<file path="src/rtl/down_timer_pkg.sv">
// Shared types and default sizing for the loadable down-counting timer.
package down_timer_pkg;

    localparam int unsigned DT_WIDTH        = 4;
    localparam int unsigned DT_PRESCALE_DIV = 4;

    typedef enum logic [1:0] {
        ST_IDLE  = 2'd0,
        ST_RUN   = 2'd1,
        ST_PAUSE = 2'd2
    } dt_state_e;

endpackage

</file>
<file path="src/rtl/down_timer_tick_prescaler.sv">
// Divides clk into a one-cycle decrement tick every DIV enabled cycles.
// Only instantiated when DOWN_TIMER_PRESCALE_EN is defined.
module tick_prescaler
    import down_timer_pkg::*;
#(
    parameter int unsigned DIV = DT_PRESCALE_DIV
) (
    input  logic clk,
    input  logic reset,
    input  logic clear,
    input  logic enable,
    output logic tick_c
);

    localparam int unsigned CW = (DIV > 2) ? $clog2(DIV) : 1;

    logic [CW-1:0] r_phase;
    logic          w_last;

    assign w_last = (r_phase == CW'(DIV - 1));
    assign tick_c = enable && w_last;

    // Phase only advances while enabled, so a paused timer keeps its phase.
    always_ff @(posedge clk or posedge reset) begin
        if (reset) begin
            r_phase <= '0;
        end else if (clear) begin
            r_phase <= '0;
        end else if (enable) begin
            r_phase <= w_last ? '0 : r_phase + CW'(1);
        end
    end

endmodule

</file>
<file path="src/rtl/down_timer.sv">
// Loadable down timer with one-shot/periodic modes and start/stop/pause control.
// Optional DOWN_TIMER_PRESCALE_EN slows decrements to one per PRESCALE_DIV clocks.
module down_timer
    import down_timer_pkg::*;
#(
    parameter int unsigned WIDTH = DT_WIDTH
`ifdef DOWN_TIMER_PRESCALE_EN
    ,
    parameter int unsigned PRESCALE_DIV = DT_PRESCALE_DIV
`endif
) (
    input  logic             clk,
    input  logic             reset,
    input  logic             load,
    input  logic [WIDTH-1:0] load_value,
    input  logic             start,
    input  logic             stop,
    input  logic             periodic,
    output logic [WIDTH-1:0] count,
    output logic             busy,
    output logic             done
);

    dt_state_e        r_state, w_state_nxt;
    logic [WIDTH-1:0] r_count, w_count_nxt;
    logic [WIDTH-1:0] r_reload, w_reload_nxt;
    logic             r_done, w_done_nxt;
    logic             r_busy;
    logic             w_tick;
    logic             w_pre_clear;
    logic             w_pre_en;

    // Prescaler runs only on cycles that would otherwise decrement.
    assign w_pre_en = (r_state == ST_RUN) && !load && !stop;

`ifdef DOWN_TIMER_PRESCALE_EN
    tick_prescaler #(
        .DIV(PRESCALE_DIV)
    ) u_prescaler (
        .clk   (clk),
        .reset (reset),
        .clear (w_pre_clear),
        .enable(w_pre_en),
        .tick_c(w_tick)
    );
`else
    assign w_tick = 1'b1;
`endif

    always_ff @(posedge clk or posedge reset) begin
        if (reset) begin
            r_state  <= ST_IDLE;
            r_count  <= '0;
            r_reload <= '0;
            r_done   <= 1'b0;
            r_busy   <= 1'b0;
        end else begin
            r_state  <= w_state_nxt;
            r_count  <= w_count_nxt;
            r_reload <= w_reload_nxt;
            r_done   <= w_done_nxt;
            r_busy   <= (w_state_nxt == ST_RUN);
        end
    end

    // Control priority is load > stop > start.
    always_comb begin
        w_state_nxt  = r_state;
        w_count_nxt  = r_count;
        w_reload_nxt = r_reload;
        w_done_nxt   = 1'b0;
        w_pre_clear  = 1'b0;

        if (load) begin
            w_count_nxt  = load_value;
            w_reload_nxt = load_value;
            w_state_nxt  = ST_IDLE;
            w_pre_clear  = 1'b1;
        end else begin
            unique case (r_state)
                ST_IDLE: begin
                    if (start && (r_count != '0)) begin
                        w_state_nxt = ST_RUN;
                        w_pre_clear = 1'b1;
                    end
                end
                ST_RUN: begin
                    if (stop) begin
                        w_state_nxt = ST_PAUSE;
                    end else if (w_tick) begin
                        if (r_count > WIDTH'(1)) begin
                            w_count_nxt = r_count - WIDTH'(1);
                        end else begin
                            w_done_nxt = 1'b1;
                            // A zero reload would stall at 0, so it behaves as one-shot.
                            if (periodic && (r_reload != '0)) begin
                                w_count_nxt = r_reload;
                            end else begin
                                w_count_nxt = '0;
                                w_state_nxt = ST_IDLE;
                            end
                        end
                    end
                end
                ST_PAUSE: begin
                    if (stop) begin
                        w_state_nxt = ST_IDLE;
                    end else if (start) begin
                        w_state_nxt = ST_RUN;
                    end
                end
                default: begin
                    w_state_nxt = ST_IDLE;
                end
            endcase
        end
    end

    assign count = r_count;
    assign busy  = r_busy;
    assign done  = r_done;

endmodule

</file>
<file path="config.mk">
export PLATFORM = sky130hd
export DESIGN_NAME = down_timer
export DESIGN_NICKNAME = d
export VERILOG_FILES = /design/src/rtl/down_timer_pkg.sv /design/src/rtl/down_timer_tick_prescaler.sv /design/src/rtl/down_timer.sv
export SDC_FILE = /design/constraint.sdc
export NUM_CORES = 1
export LEC_CHECK = 0
export ABC_AREA = 1
export CAP_MARGIN = 20
export CELL_PAD_IN_SITES_DETAIL_PLACEMENT = 1
export CELL_PAD_IN_SITES_GLOBAL_PLACEMENT = 1
export CORE_ASPECT_RATIO = 0.9
export CORE_UTILIZATION = 34
export DETAILED_ROUTE_END_ITERATION = 8
export GPL_ROUTABILITY_DRIVEN = 0
export GPL_TIMING_DRIVEN = 0
export PLACE_DENSITY = 0.72
export SLEW_MARGIN = 40
export SYNTH_ARGS = -nofsm -noshare
export SYNTH_HDL_FRONTEND = slang
export SYNTH_SLANG_ARGS = --single-unit
</file>
<file path="constraint.sdc">
create_clock -name clk -period 1.51 [get_ports clk]
set_input_delay 0.3775 -clock clk [delete_from_list [all_inputs] [get_ports clk]]
set_output_delay 0.3775 -clock clk [all_outputs]
set_load 0.1 [all_outputs]
</file>
==> impl_metrics.csv, run 1 <==
group,metric,value,unit
die,start_util,37.4,%
yosys,seq_area_frac_synth,40.7,%
yosys,yosys.area.top_type,"dfrtp_1",
run_status,status,"finished clean",
routing,initialDrtViolationCount,4,
die,io_pins,16,
global_routing,grt_pass1_vias,665,
global_routing,grt_max_degree,13,
cts,cts_resized,3,
cts,hold_buffers,0,
routing,drtPass1Iterations,3,
setup_path,crit_path_max_incr_delay,420,ps
yosys,synth_area_leaders,"dfrtp_1 (41%), nand2_1 (15%), nand3_1 (8.1%)",
die,num_rows,15,
timing,hold_viol,0,
timing,worst_pin_slew,479,ps
layout,syn2layout_area_growth,26.8,%
cts,cts_root_buffer,"clkbuf_4",
yosys,ys_warn_count,0,
cts,post-cts-setup-buffer-count,0,
setup_path,critPathBufInv,1,
routing,via_count,703,
timing,slew_viol_final,0,
layout,final_area,935,um^2
setup_path,cp_max_fo,3,
routing,drc_errors,0,
placed_design,io_buffers,15,
cts,clock_latency,270,ps
layout,layout-drive-gt1-share,22.3,%
routing,ant_nets,0,
yosys,synth_cell_types,17,
timing,fin_crit,1480,ps
placed_design,dpl.hpwl,1.41,mm
setup_path,start_kind,"flip-flop",
setup_path,cp.required,1130,ps
timing,slew_headroom,68.1,%
yosys,synth_cells,102,
pwr,vdd_drop_max,0.567,mV
yosys,netlist_area,737,um^2
setup_path,cp.arrival,1110,ps
placed_design,placed_area,898,um^2
yosys,ys_seq_elements,12,
setup_path,crit_path_end_kind,"primary output",
timing,rsz0062_at_grt,"true",
cts,cts_max_path_buffers,2,
setup_path,crit_start,"count[0]",
routing,routedWlPerCell,11.8,um
global_routing,grt_pass1_wl,2.79,mm
pwr,total_power,1.22,mW
layout,diodes,0,
die,fp.dieH,46.2,um
cts,path_clk_slew,80,ps
yosys,avgSynthCellArea,7.23,um^2
cts,cts_buffers,3,
setup_path,slowest_stage,"dfrtp_4",
layout,fin_nets,135,
setup_path,path_class,"flip-flop to primary output",
global_routing,grt.overflow.total,0,
job,max-cap-violations,0,
routing,drt-total-wl,1.73,mm
timing,timing.final.crit_share,98.3,%
cts,cts_tree,"yes",
global_routing,grtUsageTotal,16.6,%
timing,fin_hold_ws,430,ps
min_path,hp-class,"input pin to asynchronous set/reset pin",
routing,via_per_inst,4.82,
setup_path,cp_top_family,"flip-flops",
yosys,synth_top_area_share,40.7,%
timing,setup_viol,0,
timing,max_freq,0.674,GHz
die,die_w,51.1,um
cts,clock-sinks,12,
pwr,power.density,1310,nW/um^2
timing,clock_skew,9.33,ps
pwr,p_leak,0.480,nW
yosys,syn_nets,115,
cts,htreeDepth,1,
global_routing,antenna_found_initial,0,
setup_path,crit-reg2reg-launch,"count[0]",
die,coreArea,1970,um^2
die,dieArea,2360,um^2
setup_path,path_cells,"buf_2",
-- power by group --
| part | total (mW) | switching [mW] | internal (mW) | leakage (nW) |
|---|---|---|---|---|
| registers | 0.431 | 0.0537 | 0.377 | 0.144 |
| logic | 0.582 | 0.427 | 0.156 | 0.321 |
| clock network | 0.209 | 0.107 | 0.102 | 0.0150 |
| total | 1.22 | 0.587 | 0.635 | 0.480 |
-- area by class of cell --
type	instances	area [um^2]
plain buffers	1	5.00
clock buffers	4	26.3
fillers	270	1040
inverters	16	60.1
multi-input cells	73	374
flip-flops and latches	12	310
well taps	25	31.3
repair buffers	15	128
-- cell usage in the layout (no fill, tap or decap), drive strengths merged --
master	count
nand2	34
inv	16
nand3	12
dfrtp	12
nor2	10
a21oi	9
clkdlybuf4s50	9
buf	7
clkbuf	4
ha	3
o21ai	2
xnor2	1
or2	1
nor4	1
-- logic make-up (layout without fill, tap and decap cells) --
logic type | count (synthesis) | in the layout | share of synthesized area [%]
AND/OR/NAND/NOR | 58 | 58 | 36.7
buffers and inverters | 17 | 36 | 8.83
flip-flops | 12 | 12 | 40.7
AO/OA/AOI/OAI | 11 | 11 | 7.47
adder cells (fa/ha/maj) | 3 | 3 | 5.09
XOR/XNOR | 1 | 1 | 1.19
-- registers in the layout, summed over array words and instances (netlist names) --
name	count
count	4
r_reload	4
r_state	2
busy	1
done	1
-- final timing paths --
path	endpoint	slack (ps)	cells after the start
min in group clk	r_reload[2]	510	2
max in group asynchronous	count[0]	700	2
max reg2reg	busy	110	9
max	count[0]	30	1
min	r_reload[1]	430	2
min reg2reg	r_reload[2]	510	2
-- synth_stat cells --
master	count
inv_1	13
buf_2	1
nor2_2	1
xnor2_1	1
a21oi_1	9
dfrtp_1	12
nor4_1	1
nand3_1	12
ha_1	3
nor2_4	1
or2_1	1
nand2_4	2
nand2_1	29
nand2_2	3
inv_2	3
nor2_1	8
o21ai_1	2
-- metrics by stage --
step                      TNS (ps)  utilization [%]  setup slack, ps  cells
after floorplan                  0                -             12.8    102
after global placement       -2630             47.1             -432    142
after detailed placement      -366             45.6             -110    142
after CTS                        0             47.3             7.90    146
after global routing         -30.1             47.4            -20.9    146
final                            0             47.4             26.0    146
-- per-layer routing --
layer	vias to the layer above	part of all wire, %	GRT usage, %
met2	8	47	28.4
met1	336	51	20.9
met5	-	0	0
li1	357	-	-
met3	2	1.8	1.98
met4	0	0.87	8.33
(Power assumes the default switching activity.)
==> run 2, diff against run 1 <==
--- a/config.mk
+++ b/config.mk
@@ -12,7 +12,6 @@
 export CORE_ASPECT_RATIO = 0.9
 export CORE_UTILIZATION = 34
 export DETAILED_ROUTE_END_ITERATION = 8
-export GPL_ROUTABILITY_DRIVEN = 0
 export GPL_TIMING_DRIVEN = 0
 export PLACE_DENSITY = 0.72
 export SLEW_MARGIN = 40
==> results of run 2 <==
No change in the layout: final DEF, timing and power equal those of run 1.
